--- src/rtl/mipi_hs_byte_align.sv ---
// Single-lane MIPI D-PHY HS byte aligner: hunts for the sync byte at either bit parity and emits aligned bytes.
// Optional build macro SYNC_ERR_TOL_EN accepts a sync byte with a single bit error and reports it on sot_err.
//
// state  | meaning
// IDLE   | lane not in HS, shift register and counters cleared
// HUNT   | searching both windows for the sync byte, timeout running
// LOCKED | bit offset fixed, one payload byte every four enabled cycles
// WAIT   | hunt gave up, idle until hs_en drops
module mipi_hs_byte_align #(
  parameter logic [7:0] SYNC_BYTE    = 8'hB8,
  parameter int         HUNT_TIMEOUT = 64
) (
  input  logic       clk,
  input  logic       rstn,
  input  logic       clk_en,
  input  logic       idp,
  input  logic       idn,
  input  logic       hs_en,
  output logic [7:0] byte_out,
  output logic       byte_vld,
  output logic       sot_det,
  output logic       sot_err,
  output logic       hunt_to,
  output logic       locked
);

  localparam int TO_W = (HUNT_TIMEOUT > 2) ? $clog2(HUNT_TIMEOUT) : 1;
  localparam logic [TO_W-1:0] TO_LOAD = TO_W'(HUNT_TIMEOUT - 1);

  typedef enum logic [1:0] {IDLE, HUNT, LOCKED, WAIT} state_t;

  state_t          state;
  // Only the bits that can still reach a candidate window are kept.
  logic [15:9]     sr;
  logic [15:7]     sr_n;
  logic [7:0]      w0, w1;
  logic [TO_W-1:0] to_cnt;
  logic [1:0]      phase;
  logic            off;
  logic            hit, hit_off, hit_tol;

  always_comb begin
    sr_n    = {idn, idp, sr[15:9]};
    w0      = sr_n[15:8];
    w1      = sr_n[14:7];
    hit     = 1'b0;
    hit_off = 1'b0;
    hit_tol = 1'b0;
    if (w0 == SYNC_BYTE) begin
      hit = 1'b1;
    end else if (w1 == SYNC_BYTE) begin
      hit     = 1'b1;
      hit_off = 1'b1;
    end
`ifdef SYNC_ERR_TOL_EN
    else if ($countones(w0 ^ SYNC_BYTE) == 1) begin
      hit     = 1'b1;
      hit_tol = 1'b1;
    end else if ($countones(w1 ^ SYNC_BYTE) == 1) begin
      hit     = 1'b1;
      hit_off = 1'b1;
      hit_tol = 1'b1;
    end
`endif
  end

  always_ff @(posedge clk or negedge rstn) begin
    if (!rstn) begin
      state    <= IDLE;
      sr       <= '0;
      to_cnt   <= TO_LOAD;
      phase    <= 2'd0;
      off      <= 1'b0;
      byte_out <= 8'h00;
      byte_vld <= 1'b0;
      sot_det  <= 1'b0;
      sot_err  <= 1'b0;
      hunt_to  <= 1'b0;
      locked   <= 1'b0;
    end else begin
      byte_vld <= 1'b0;
      sot_det  <= 1'b0;
      sot_err  <= 1'b0;
      hunt_to  <= 1'b0;
      // Leaving HS aborts from any state, discarding a partially built byte.
      if (!hs_en) begin
        state  <= IDLE;
        sr     <= '0;
        to_cnt <= TO_LOAD;
        phase  <= 2'd0;
        locked <= 1'b0;
      end else if (clk_en) begin
        case (state)
          IDLE: begin
            sr     <= sr_n[15:9];
            to_cnt <= TO_LOAD;
            phase  <= 2'd0;
            state  <= HUNT;
          end
          HUNT: begin
            sr <= sr_n[15:9];
            if (hit) begin
              off     <= hit_off;
              phase   <= 2'd0;
              sot_det <= 1'b1;
              sot_err <= hit_tol;
              locked  <= 1'b1;
              state   <= LOCKED;
            end else if (to_cnt == '0) begin
              hunt_to <= 1'b1;
              state   <= WAIT;
            end else begin
              to_cnt <= to_cnt - 1'b1;
            end
          end
          LOCKED: begin
            sr    <= sr_n[15:9];
            phase <= phase + 2'd1;
            if (phase == 2'd3) begin
              byte_out <= off ? w1 : w0;
              byte_vld <= 1'b1;
            end
          end
          default: begin
            state <= WAIT;
          end
        endcase
      end
    end
  end

endmodule

--- config.mk ---
export PLATFORM = sky130hd
export DESIGN_NAME = mipi_hs_byte_align
export DESIGN_NICKNAME = d
export VERILOG_FILES = /design/src/rtl/mipi_hs_byte_align.sv
export SDC_FILE = /design/constraint.sdc
export NUM_CORES = 1
export LEC_CHECK = 0
export BUFFER_PORTS_ARGS = -buffer_cell sky130_fd_sc_hd__buf_2
export CAP_MARGIN = 0
export CORE_MARGIN = 8
export CORE_UTILIZATION = 61
export DETAILED_ROUTE_END_ITERATION = 7
export HOLD_SLACK_MARGIN = 0.05
export PLACE_DENSITY = 0.87
export SETUP_SLACK_MARGIN = 0.2
export SLEW_MARGIN = 20
export SYNTH_ARGS = -nofsm -noshare
export SYNTH_HDL_FRONTEND = slang
export SYNTH_SLANG_ARGS = --single-unit
--- constraint.sdc ---
create_clock -name clk -period 4.15 [get_ports clk]
set_input_delay 0.2075 -clock clk [delete_from_list [all_inputs] [get_ports clk]]
set_output_delay 0.2075 -clock clk [all_outputs]
set_load 0.1 [all_outputs]
* Word-level counts from Yosys, hierarchy flattened *
Cells that the tools add are included.

word-level totals
  flip-flop bits (word level) = 30
  bits in latches = 0
  bits in writable memories = 0
  bits in read-only memories = 0
  bits of input ports = 6
  output and inout bits = 13
  logic and storage cells = 76
  memories = 0

operators by class
  add/sub/neg operators = 2
  multipliers = 0
  divide/modulo/power cells = 0
  $lt $le $gt $ge = 0
  equal/unequal tests = 16
  shift operators = 0
  multiplexer cells = 38
  bitwise gates (word level) = 0
  reductions and logical operators = 10

operators with widths
  cell                                                                      number
  6-bit two-way mux                                                         4
  7-bit two-way mux                                                         3
  1-bit two-way mux                                                         20
  8-bit equality test (second input constant)                               2
  2-bit two-way mux                                                         7
  2-bit case mux with 3 select lines                                        2
  6-bit case mux with 2 select lines                                        1
  4-bit AND reduction                                                       3
  3-bit inequality test (second input constant)                             3
  3-bit AND reduction                                                       3
  8-bit two-way mux                                                         1
  6-bit logical NOT                                                         1
  2-bit inequality test (second input constant)                             3
  6-bit by 1-bit subtractor with 6-bit output (second input constant)       1
  2-bit equality test (second input constant)                               2
  2-bit by 1-bit inequality test with 1-bit output (second input constant)  2
  4-bit by 1-bit inequality test with 1-bit output (second input constant)  1
  4-bit inequality test (second input constant)                             1
  3-bit by 1-bit inequality test with 1-bit output (second input constant)  1
  3-bit OR reduction                                                        1
  2-bit by 1-bit adder with 2-bit output (second input constant)            1
  2-bit by 1-bit equality test with 1-bit output (second input constant)    1
  2-bit logical NOT                                                         1
  2-bit AND reduction                                                       1

* Longest topological paths before layout *
  depth after elaboration = 7
  mapped depth = 8
  mapped depth without buffers = 7

* Worst setup path before layout *
Ideal clock, no wire load.

  path type = reg2reg
  from = reg state[1]
  to = reg state[0]
  library setup time = 123 ps
  arrival = 1686 ps
  required time = 4027 ps
  slack = 2342 ps
  stages on the path, launching flop included = 6
  path buffers = 1
  clock period less this slack = 1808 ps
  cells stage by stage = dfrtp_1 -> inv_1 -> ha_1 -> clkbuf_1 -> or4b_2 -> o221a_2

on the way
  longest elaborated chain between the ends = 4

ends and longest elaborated chain
  what                                               RTL line  source
  start: declaration                                 32        state_t state;
  start signal: assignment                           69        state <= IDLE;
  start signal: assignment                           87        state <= IDLE;
  start signal: assignment                           98        state <= HUNT;
  2-bit equality test, or another cell as far along  93        case (state)
  2-bit case mux with 3 select lines                 93
  2-bit two-way mux                                  92        end else if (clk_en) begin
  2-bit two-way mux                                  86        if (!hs_en) begin

Several ways; a longest one is shown, not always the timed one. The select of a mux whose other input is x is not followed.
A chain may end at the register's enable or synchronous reset.

* Worst setup path in the final report *
Same ends and word-level chain as after synthesis.

==> results.sh <==
export IMPL_tns_ns=0
export IMPL_wl_per_cell_um=16.0
export IMPL_netSwitchingPower_mw=0.158
export IMPL_die_x_um=67.1
export IMPL_timing_fmax_mhz=536
export IMPL_tritoncts="yes"
export IMPL_comb_power_share_pct=13.3
export IMPL_yosys_warnings=0
export IMPL_cp_required_ns=4.37
export IMPL_numCtsBuffers=5
export IMPL_syn_area_sq_mm=0.00159
export IMPL_initial_core_util_pct=64.2
export IMPL_crit_chain="inv_1 > ha_1 > or4b_2 > o221a_2"
export IMPL_synth_edf_count=0
export IMPL_post_cts_buffers=0
export IMPL_clk_latency_ns=0.33
export IMPL_fin_skew_ns=0.00283
export IMPL_synth_seq_cells=30
export IMPL_path_clk_slew_ns=0.09
export IMPL_fin_crit_ns=1.87
export IMPL_dr_max_layer_used="met4"
export IMPL_drt_wl_total_um=3180
export IMPL_start_kind="flop"
export IMPL_async_flop_share_pct=100
export IMPL_layout_drive_gt1_share_pct=23.7
export IMPL_core_region_area_sq_mm=0.00248
export IMPL_via_count=1172
export IMPL_cts_resized=0
export IMPL_synthSimpleGateAreaFrac_pct=19.9
export IMPL_place_detailed_hpwl_um=2360
export IMPL_grt_pass1_vias=1182
export IMPL_setup_violations_final=0
export IMPL_synthMuxAreaShare_pct=10.1
export IMPL_power_internal_mw=0.416
export IMPL_sequentialPowerShare_pct=55.1
export IMPL_pwr_density_cell_mw_per_mm2=327
export IMPL_nets=181
export IMPL_status="finished, final reports clean"
export IMPL_synth_nets=162
export IMPL_r2r_start="state[1]"
export IMPL_worstMarginPinSlew_ns=0.643
export IMPL_pwr_share_clk_pct=31.7
export IMPL_synthAdderAreaFrac_pct=5.50
export IMPL_slowest_delay_ns=0.63
export IMPL_ys_flop_type="dfrtp_1"
export IMPL_holdPathEnd="to_cnt[2]"
export IMPL_drv_slew=0
export IMPL_grt_max_degree=31
export IMPL_num_rows=18
export IMPL_reg2reg_depth=4
export IMPL_nFillCells=184
export IMPL_root_buffer="clkbuf_4"
export IMPL_final_cells=199
export IMPL_drcViolationCount=0
export IMPL_maxSlewHeadroom_pct=57.1
export IMPL_grt_first_pass_wirelength_um=5350
export IMPL_ys_types=40
export IMPL_rsz0062_at_grt="no"
export IMPL_gp_congestion=0.807
export IMPL_ff2ff_setup_slack_ns=2.28
export IMPL_endpoint_kind="flop"
export IMPL_maxCapViolations=0
export IMPL_cp_arrival_ns=2.09
export IMPL_io_pins=19
export IMPL_drt_met1_wl_um=1330
export IMPL_first_pass_iters=4
export IMPL_area_delta_synth_final_pct=10.5
export IMPL_met2_length_um=1590
export IMPL_synth_xor_area_share_pct=0
export IMPL_h_tree_depth=2
export IMPL_wl_met3_um=191
export IMPL_worstHoldStart="clk_en"
export IMPL_min_path_cells=3
export IMPL_dieArea_sq_mm=0.00450
export IMPL_grt_ovfl_total=0
export IMPL_antenna_found_initial=0
export IMPL_ys_seq_area_share_pct=47.6
export IMPL_fin_crit_sh_pct=45.0
export IMPL_leakagePower_nw=0.815
export IMPL_hold_buffers=1
export IMPL_hp_class="in2reg"
export IMPL_slowest_stage="or4b_2"
export IMPL_antenna_cells=0
export IMPL_finalWorstSetupSlack_ns=2.28
export IMPL_clk_path_buf_depth=2
export IMPL_synth_compound_area_share_pct=13.6
export IMPL_critPathMaxFanout=10
export IMPL_portBuffers=17
export IMPL_synth_area_per_cell_sq_um=10.7
export IMPL_regArea_sq_um=758
export IMPL_p_sw_share_pct=27.5
export IMPL_final_antenna_net_count=0
export IMPL_drt_iter0_markers=74
export IMPL_critical_path_class="reg2reg"
export IMPL_timing_rr_end="state[0]"
export IMPL_track_usage_pct=15.7
export IMPL_die_y_um=67.1
export IMPL_cts_sink_count=30
export IMPL_hold_ws_ns=0.174
export IMPL_final_hold_violation_count=0
export IMPL_ir_worst_vdd_uv=231
export IMPL_dp_slack_ns=2.30
export IMPL_placedCellCount=190
export IMPL_multi_input_area_sq_um=785
export IMPL_syn_inst=149
export IMPL_synth_top_family_by_area="simple AND/OR/NAND/NOR gates"
export IMPL_vias_per_cell=5.89
layer usage:
layer | up-vias | track usage [%]
li1 | 568 | -
met1 | 566 | 18.1
met2 | 30 | 26.0
met3 | 8 | 4.70
met4 | 0 | 7.57
met5 | - | 0
power groups by stage:
stage	sequential (mW)	combinational (mW)	clock [mW]
CTS	0.316	0.0767	0.185
global placement	0.320	0.0697	0
global route	0.318	0.0848	0.201
floorplan	0.319	0.0555	0
finish	0.316	0.0762	0.182
detailed placement	0.321	0.0750	0
synth_stat cells, drive strengths merged (2+ instances only):
master / number / area share [%]
dfstp: 6 / 9.9
ha: 7 / 5.5
nor2: 4 / 1.1
and3: 3 / 1.5
nor3: 3 / 1.7
mux2i: 16 / 10
nand3b: 2 / 0.94
and4: 2 / 1.1
nand4: 2 / 0.79
nand2: 16 / 3.8
o21ai: 17 / 5.3
and4bb: 2 / 1.8
a31oi: 2 / 0.79
nor2b: 8 / 3.1
a21oi: 6 / 1.9
inv: 6 / 1.4
dfrtp: 24 / 38
clkbuf: 5 / 1.2
nand2b: 2 / 0.79
cell families (layout without fill, tap and decap cells):
family,count (synthesis),after routing
buffers and inverters,12,32
flip-flops,30,30
AO/OA/AOI/OAI,32,32
adder cells (fa/ha/maj),7,7
AND/OR/NAND/NOR,51,51
other,1,1
multiplexers,16,16
critical path: cells and delay by family, from the launching register on:
family / cells / cell delay [ns]
AOI/OAI and AO/OA: 1 / 0.28
adders and majority gates: 1 / 0.33
buffers and inverters: 1 / 0.10
DFF: 1 / 0.43
and+or+nand+nor: 1 / 0.63
metrics by stage:
stage	utilization [%]	total power, mW	area [sq um]
floorplan	-	0.374	1590
global placement	68.1	0.390	1690
global route	71.0	0.603	1760
finish	71.0	0.574	1760
CTS	71.0	0.577	1760
detailed placement	68.1	0.396	1690
placed cells by master (no fill, tap or decap), drive strengths merged, types with 3 or more instances in the layout:
master   n
dfrtp   24
nor3     3
clkbuf   7
o21ai   17
nand2   16
dfstp    6
nor2     4
inv      6
mux2i   16
and3     3
ha       7
a21oi    6
nor2b    8
buf     17
flip-flops by register name, summed over array words and instances, names as in the netlist:
signal and flops:
byte_vld 1, state 2, sot_det 1, byte_out 8, sr 7, phase 2
to_cnt 6, locked 1, off 1, hunt_to 1
area by class of cell:
| class | instances | area share [%] |
|---|---|---|
| sequential | 30 | 43.1 |
| timing repair buffer | 18 | 5.41 |
| clock inverter | 1 | 0.285 |
| tap | 30 | 2.14 |
| multi-input combinational | 107 | 44.6 |
| inverter | 6 | 1.28 |
| clock buffer | 7 | 3.13 |
worst max path at each step:
stage	slack [ns]	end	startpoint	cells after the start
after floorplan	2.34	state[0]	state[1]	5
after global placement	2.38	state[0]	state[0]	4
after detailed placement	2.30	state[0]	state[1]	4
after CTS	2.28	state[0]	state[1]	4
after global routing	2.13	byte_out[1]	state[0]	4
final	2.28	state[0]	state[1]	4
Note: power is estimated with default switching activity, not from simulation.
